**src/rtl/usb_tx_arb_pkg.sv**
```systemverilog
// Shared types and helpers for the USB TX wire arbiters.
package usb_tx_arb_pkg;

  typedef enum logic [1:0] {
    ARB_INIT  = 2'd0,
    ARB_IDLE  = 2'd1,
    ARB_GRANT = 2'd2
  } arbState_t;

  localparam int unsigned ARB_FIXED = 0;
  localparam int unsigned ARB_RR    = 1;

  // Index width for n requesters, never narrower than one bit.
  function automatic int unsigned idxWidth(input int unsigned n);
    return (n <= 2) ? 1 : $clog2(n);
  endfunction

endpackage

```
**src/rtl/usb_tx_arb_if.sv**
```systemverilog
// Requester-side and wire-side signals of the N-way USB TX wire arbiter.
interface usb_tx_arb_if #(
  parameter int unsigned NUM_REQ = 2,
  parameter int unsigned DATA_W  = 2
);
  import usb_tx_arb_pkg::*;

  localparam int unsigned IDX_W = idxWidth(NUM_REQ);

  logic [NUM_REQ-1:0]        req;
  logic [NUM_REQ-1:0]        gnt;
  logic [NUM_REQ-1:0]        in_wen;
  logic [NUM_REQ*DATA_W-1:0] in_data;
  logic [NUM_REQ-1:0]        in_ctl;
  logic [NUM_REQ-1:0]        in_fsrate;
  logic                      wire_rdy_in;
  logic                      wire_rdy_out;
  logic                      wire_wen;
  logic [DATA_W-1:0]         tx_bits;
  logic                      tx_ctl;
  logic                      tx_fsrate;
  logic [IDX_W-1:0]          owner;
  logic                      hold_timeout;

  modport master (
    input  req, in_wen, in_data, in_ctl, in_fsrate, wire_rdy_in,
    output gnt, wire_rdy_out, wire_wen, tx_bits, tx_ctl, tx_fsrate, owner, hold_timeout
  );

  modport slave (
    output req, in_wen, in_data, in_ctl, in_fsrate, wire_rdy_in,
    input  gnt, wire_rdy_out, wire_wen, tx_bits, tx_ctl, tx_fsrate, owner, hold_timeout
  );

endinterface

```
**src/rtl/usb_arb_pick.sv**
```systemverilog
// Combinational winner picker: fixed priority from index 0, or round-robin after ptr.
module usb_arb_pick
  import usb_tx_arb_pkg::*;
#(
  parameter  int unsigned NUM_REQ = 2,
  parameter  int unsigned POLICY  = ARB_FIXED,
  localparam int unsigned IDX_W   = idxWidth(NUM_REQ)
) (
  input  logic [NUM_REQ-1:0] elig,
  input  logic [IDX_W-1:0]   ptr,
  output logic [IDX_W-1:0]   winner,
  output logic               valid
);

  // Rotated scan; the pointer itself is visited last in round-robin mode.
  always_comb begin
    int unsigned start;
    int unsigned idx;
    winner = '0;
    valid  = 1'b0;
    start  = (POLICY == ARB_RR) ? (32'(ptr) + 32'd1) : 32'd0;
    for (int unsigned k = 0; k < NUM_REQ; k++) begin
      idx = (start + k) % NUM_REQ;
      if (!valid && elig[IDX_W'(idx)]) begin
        valid  = 1'b1;
        winner = IDX_W'(idx);
      end
    end
  end

endmodule

```
**src/rtl/usb_tx_wire_arb_n.sv**
```systemverilog
// N-way arbiter for the shared USB TX wire: grant FSM, hold timeout with
// owner lockout, and the owner-selected mux towards the wire TX block.
module usb_tx_wire_arb_n
  import usb_tx_arb_pkg::*;
#(
  parameter int unsigned NUM_REQ     = 2,
  parameter int unsigned DATA_W      = 2,
  parameter int unsigned ROUND_ROBIN = 0,
  parameter int unsigned MAX_HOLD    = 0,
  parameter int unsigned CNT_W       = 16
) (
  input  logic         clk,
  input  logic         rst,
  usb_tx_arb_if.master bus
);

  localparam int unsigned      IDX_W     = idxWidth(NUM_REQ);
  localparam bit               HOLD_EN   = (MAX_HOLD != 0);
  localparam logic [CNT_W-1:0] HOLD_LAST = CNT_W'((MAX_HOLD == 0) ? 0 : MAX_HOLD - 1);

  arbState_t          state;
  logic [NUM_REQ-1:0] lockout;
  logic [NUM_REQ-1:0] elig;
  logic [CNT_W-1:0]   holdCnt;
  logic [IDX_W-1:0]   rrPtr;
  logic [IDX_W-1:0]   winner;
  logic               winValid;
  logic               ownerReq;
  logic [DATA_W-1:0]  bitsArr [NUM_REQ];

  assign elig     = bus.req & ~lockout;
  assign ownerReq = bus.req[bus.owner];

  usb_arb_pick #(
    .NUM_REQ (NUM_REQ),
    .POLICY  ((ROUND_ROBIN != 0) ? ARB_RR : ARB_FIXED)
  ) uPick (
    .elig   (elig),
    .ptr    (rrPtr),
    .winner (winner),
    .valid  (winValid)
  );

  // Grant FSM; a lockout bit survives only while its requester keeps req high.
  always_ff @(posedge clk) begin
    if (rst) begin
      state            <= ARB_INIT;
      bus.gnt          <= '0;
      bus.owner        <= '0;
      bus.hold_timeout <= 1'b0;
      holdCnt          <= '0;
      lockout          <= '0;
      rrPtr            <= '0;
    end else begin
      bus.hold_timeout <= 1'b0;
      lockout          <= lockout & bus.req;
      case (state)
        ARB_INIT: state <= ARB_IDLE;
        ARB_IDLE: begin
          if (winValid) begin
            bus.gnt   <= NUM_REQ'(1) << winner;
            bus.owner <= winner;
            holdCnt   <= '0;
            state     <= ARB_GRANT;
          end
        end
        ARB_GRANT: begin
          if (!ownerReq) begin
            bus.gnt <= '0;
            state   <= ARB_IDLE;
            if (ROUND_ROBIN != 0) rrPtr <= bus.owner;
          end else if (HOLD_EN && (holdCnt == HOLD_LAST)) begin
            bus.gnt          <= '0;
            bus.hold_timeout <= 1'b1;
            lockout          <= (lockout & bus.req) | (NUM_REQ'(1) << bus.owner);
            rrPtr            <= bus.owner;
            state            <= ARB_IDLE;
          end else if (holdCnt != '1) begin
            holdCnt <= holdCnt + CNT_W'(1);
          end
        end
        default: state <= ARB_INIT;
      endcase
    end
  end

  for (genvar i = 0; i < NUM_REQ; i++) begin : gSplit
    assign bitsArr[i] = bus.in_data[i*DATA_W +: DATA_W];
  end

  // Mux follows the registered owner even while idle; only the write enable is gated.
  assign bus.tx_bits      = bitsArr[bus.owner];
  assign bus.tx_ctl       = bus.in_ctl[bus.owner];
  assign bus.tx_fsrate    = bus.in_fsrate[bus.owner];
  assign bus.wire_wen     = bus.in_wen[bus.owner] & (|bus.gnt);
  assign bus.wire_rdy_out = bus.wire_rdy_in;

endmodule

```
**src/flat_wrapper.sv**
```systemverilog
// flat-port wrapper written by rule: the top's interface ports become plain ports
module usb_tx_wire_arb_n_flat import usb_tx_arb_pkg::*;
#(
  parameter int unsigned NUM_REQ     = 2,
  parameter int unsigned DATA_W      = 2,
  parameter int unsigned ROUND_ROBIN = 0,
  parameter int unsigned MAX_HOLD    = 0,
  parameter int unsigned CNT_W       = 16
)
  (clk, rst, bus_req, bus_in_wen, bus_in_data, bus_in_ctl, bus_in_fsrate, bus_wire_rdy_in, bus_gnt, bus_wire_rdy_out, bus_wire_wen, bus_tx_bits, bus_tx_ctl, bus_tx_fsrate, bus_owner, bus_hold_timeout);
  usb_tx_arb_if #(.NUM_REQ(NUM_REQ), .DATA_W(DATA_W)) bus_i ();
  input  logic clk;
  input  logic rst;
  input wire logic [$bits(bus_i.req)-1:0] bus_req;
  input wire logic [$bits(bus_i.in_wen)-1:0] bus_in_wen;
  input wire logic [$bits(bus_i.in_data)-1:0] bus_in_data;
  input wire logic [$bits(bus_i.in_ctl)-1:0] bus_in_ctl;
  input wire logic [$bits(bus_i.in_fsrate)-1:0] bus_in_fsrate;
  input wire logic [$bits(bus_i.wire_rdy_in)-1:0] bus_wire_rdy_in;
  output wire logic [$bits(bus_i.gnt)-1:0] bus_gnt;
  output wire logic [$bits(bus_i.wire_rdy_out)-1:0] bus_wire_rdy_out;
  output wire logic [$bits(bus_i.wire_wen)-1:0] bus_wire_wen;
  output wire logic [$bits(bus_i.tx_bits)-1:0] bus_tx_bits;
  output wire logic [$bits(bus_i.tx_ctl)-1:0] bus_tx_ctl;
  output wire logic [$bits(bus_i.tx_fsrate)-1:0] bus_tx_fsrate;
  output wire logic [$bits(bus_i.owner)-1:0] bus_owner;
  output wire logic [$bits(bus_i.hold_timeout)-1:0] bus_hold_timeout;
  assign bus_i.req = bus_req;
  assign bus_i.in_wen = bus_in_wen;
  assign bus_i.in_data = bus_in_data;
  assign bus_i.in_ctl = bus_in_ctl;
  assign bus_i.in_fsrate = bus_in_fsrate;
  assign bus_i.wire_rdy_in = bus_wire_rdy_in;
  assign bus_gnt = bus_i.gnt;
  assign bus_wire_rdy_out = bus_i.wire_rdy_out;
  assign bus_wire_wen = bus_i.wire_wen;
  assign bus_tx_bits = bus_i.tx_bits;
  assign bus_tx_ctl = bus_i.tx_ctl;
  assign bus_tx_fsrate = bus_i.tx_fsrate;
  assign bus_owner = bus_i.owner;
  assign bus_hold_timeout = bus_i.hold_timeout;
  usb_tx_wire_arb_n #(.NUM_REQ(NUM_REQ), .DATA_W(DATA_W), .ROUND_ROBIN(ROUND_ROBIN), .MAX_HOLD(MAX_HOLD), .CNT_W(CNT_W)) u_core (.clk(clk), .rst(rst), .bus(bus_i));
endmodule
```
**config.mk**
```make
export PLATFORM = sky130hd
export DESIGN_NAME = usb_tx_wire_arb_n_flat
export DESIGN_NICKNAME = d
export VERILOG_FILES = /design/src/rtl/usb_tx_arb_pkg.sv /design/src/rtl/usb_tx_arb_if.sv /design/src/rtl/usb_arb_pick.sv /design/src/rtl/usb_tx_wire_arb_n.sv /design/src/flat_wrapper.sv
export SDC_FILE = /design/constraint.sdc
export NUM_CORES = 1
export LEC_CHECK = 0
export CAP_MARGIN = 20
export CORE_AREA = 2 2 39 41
export CTS_CLUSTER_DIAMETER = 120
export DETAILED_ROUTE_END_ITERATION = 10
export DIE_AREA = 0 0 41 43
export HOLD_SLACK_MARGIN = 0.06
export MAX_ROUTING_LAYER = met4
export PLACE_DENSITY = 0.68
export REMOVE_ABC_BUFFERS = 1
export SETUP_SLACK_MARGIN = 0.1
export SYNTH_ARGS = -nofsm -noshare
export SYNTH_HDL_FRONTEND = slang
export SYNTH_SLANG_ARGS = --single-unit
```
**constraint.sdc**
```tcl
create_clock -name clk -period 1.2 [get_ports clk]
set_input_delay 0.18 -clock clk [delete_from_list [all_inputs] [get_ports clk]]
set_output_delay 0.18 -clock clk [all_outputs]
set_load 0.05 [all_outputs]
```
==> impl_metrics.tcl <==
set metrics [dict create \
    setup_viol 7 \
    routabilityCongestion 0.861 \
    htreeDepth 1 \
    cp_slowest_cell "dfxtp_2" \
    layout_commonest_cell "clkdlybuf4s50_1" \
    dr.pass1.iters 2 \
    drive_above_1_share 0.427 \
    grt_max_degree 7 \
    initial_core_util 0.288 \
    ys_seq_elements 7 \
    clock_latency_ns 0.26 \
    synthesis.area_um2 399 \
    powerDensity_nw_per_um2 1120 \
    ant_nets 0 \
    finalClockSkew_ns 0.00465 \
    pwr-share-clk 0.251 \
    rsz0062_at_grt "true" \
    cp_max_fo 4 \
    drt_wl_total_um 1120 \
    cp_cell_sequence "buf_6 -> mux2_4 -> buf_12" \
    synth_cell_types 22 \
    fmax_ghz 0.735 \
    coreArea_um2 1380 \
    ys_seq_area_frac 0.351 \
    num_vias 426 \
    slowest_delay_ns 0.34 \
    seqPwrFrac 0.293 \
    drt_iter0_drc 4 \
    internal_power_uw 599 \
    gr-usage-all-layers 0.170 \
    vias_per_cell 4.68 \
    peakVddDrop_v 0.000597 \
    switching_share 0.338 \
    final_cell_mix "13 x clkdlybuf4s50_1, 8 x buf_12, 6 x nor2_1" \
    cp.arrival_ns 1.18 \
    synthXorXnorAreaFrac 0 \
    antenna_found_initial 0 \
    period_needed_ns 1.36 \
    synth.mux.area_fraction 0.176 \
    min_path_cells 0 \
    synthAdderAreaFrac 0 \
    cts_sinks 7 \
    drv_cap 0 \
    hpwl_um 832 \
    finalNetCount 91 \
    row_count 14 \
    die-area_um2 1760 \
    die_y_um 43 \
    finalCritPeriodShare 1.13 \
    finalHoldViolations 0 \
    hp-class "primary input to primary output" \
    grt_overflow 0 \
    hold_slack_ns 0.360 \
    avgSynthCellArea_um2 8.68 \
    die_x_um 41 \
    drc 0 \
    numCtsBuffers 3 \
    required_ns 1.02 \
    tritoncts "built" \
    fin_ws_ns -0.161 \
    synthSimpleGateAreaFrac 0.254 \
    crit_type "flop to primary output" \
    setup_tns_ns -0.816 \
    cts_buffer_depth 2 \
    finalMaxSlewViolations 0 \
    status "finished, violations left" \
    grt_pass1_vias 465 \
    syn_to_final_growth_pct 103 \
    synth-warning-count 0 \
    holdBufCountCts 0 \
    p_sw_uw 306 \
    leakage_uw 0.000332 \
    critPathCaptureType "primary output" \
    ctsRootBufferMaster "clkbuf_4" \
    ioPinCount 25 \
    syn_inst 46 \
    synth_top_family_by_area "simple AND/OR/NAND/NOR gates" \
    diodes 0 \
    clkSlewWorstSetupHoldPaths_ns 0.06 \
    synth-compound-area-share 0.135 \
    grt_pass1_wl_um 1960 \
    combPwrFrac 0.456 \
    rr_worst_depth 5 \
    violations "setup timing" \
    io_buffers 21 \
    wl_per_cell_um 12.3 \
    start_kind "flop" \
]
## synth_stat cells
| library cell | instances | area share |
|---|---|---|
| nor2b_1 | 3 | 0.047 |
| o31ai_1 | 1 | 0.019 |
| clkbuf_1 | 1 | 0.0094 |
| nand3_1 | 1 | 0.013 |
| mux2_2 | 4 | 0.11 |
| mux2_4 | 1 | 0.038 |
| buf_4 | 2 | 0.038 |
| a21oi_1 | 2 | 0.025 |
| dfxtp_1 | 7 | 0.35 |
| a211oi_1 | 1 | 0.019 |
| or2b_2 | 1 | 0.022 |
| nor2_1 | 7 | 0.066 |
| nand2b_1 | 2 | 0.031 |
| o221ai_2 | 1 | 0.038 |
| mux2i_1 | 1 | 0.025 |
| nor3_1 | 1 | 0.013 |
| conb_1 | 1 | 0.0094 |
| a22o_1 | 1 | 0.022 |
| nand2_1 | 5 | 0.047 |
| and2_1 | 1 | 0.016 |
| o21ai_1 | 1 | 0.013 |
| buf_6 | 1 | 0.028 |
## cell type report
type / instances / area (um2)
sequential: 7 / 143
tap: 16 / 20.0
multi-input combinational: 35 / 259
timing repair buffer: 29 / 362
clock buffer: 4 / 26.3
fill: 112 / 574
## path summary, 6_finish.rpt
path / slack [ns] / to / startpoint
max reg2reg: -0.07 / u_core.bus.gnt[0]$_SDFFE_PP0P_ / u_core.bus.owner$_SDFFE_PP0P_
min reg2reg: 0.44 / u_core.lockout[0]$_SDFF_PP0_ / u_core.lockout[0]$_SDFF_PP0_
min: 0.36 / bus_wire_rdy_out / bus_wire_rdy_in
max: -0.16 / bus_tx_bits[1] / u_core.bus.owner$_SDFFE_PP0P_
## flip-flops by register name, indices dropped and copies added, names as in the netlist
register          cells
u_core.bus.owner      1
u_core.bus.gnt        2
u_core.lockout        2
u_core.state          2
## per-stage QoR
stage | setup WS [ns] | instance area (um2) | std cells | total power, uW | utilization
floorplan | -0.565 | 369 | 42 | 445 | -
global placement | -0.0937 | 724 | 85 | 640 | 0.524
detailed placement | -0.137 | 724 | 85 | 644 | 0.524
CTS | -0.164 | 793 | 91 | 894 | 0.573
global route | -0.188 | 810 | 91 | 943 | 0.585
finish | -0.161 | 810 | 91 | 904 | 0.585
## layer usage
layer	track usage	vias to the layer above	share of wire
li1	-	212	-
met1	0.211	204	0.41
met2	0.247	8	0.54
met3	0.0471	2	0.029
met4	0.0800	0	0.012
met5	-	-	0
## cell families (layout without fill, tap and decap cells)
| logic type | Yosys count | in the layout |
|---|---|---|
| other | 1 | 1 |
| flip-flops | 7 | 7 |
| AND/OR/NAND/NOR | 21 | 21 |
| buffers and inverters | 4 | 33 |
| multiplexers | 6 | 6 |
| AO/OA/AOI/OAI | 7 | 7 |
## worst max-delay path: cells and delay by family, from the launching register on
family                 cells  cell delay, ns
multiplexers               1            0.31
buffers and inverters      2            0.27
flip-flops                 1            0.34
## power by group through the flow
stage / sequential (uW) / clock [uW] / combinational, uW
after floorplan: 303 / 0 / 143
after global placement: 266 / 0 / 374
after detailed placement: 267 / 0 / 377
after CTS: 264 / 226 / 404
after global routing: 269 / 242 / 432
final: 265 / 227 / 412
## timing repair
item / CTS / global route
setup buffers: 2 / 0
pin swaps: 4 / 1
endpoints found under the hold margin: 0 / 0
endpoints found under the setup margin: 7 / 10
resized for setup: 8 / 5
Note: power is estimated with default switching activity, not from simulation.
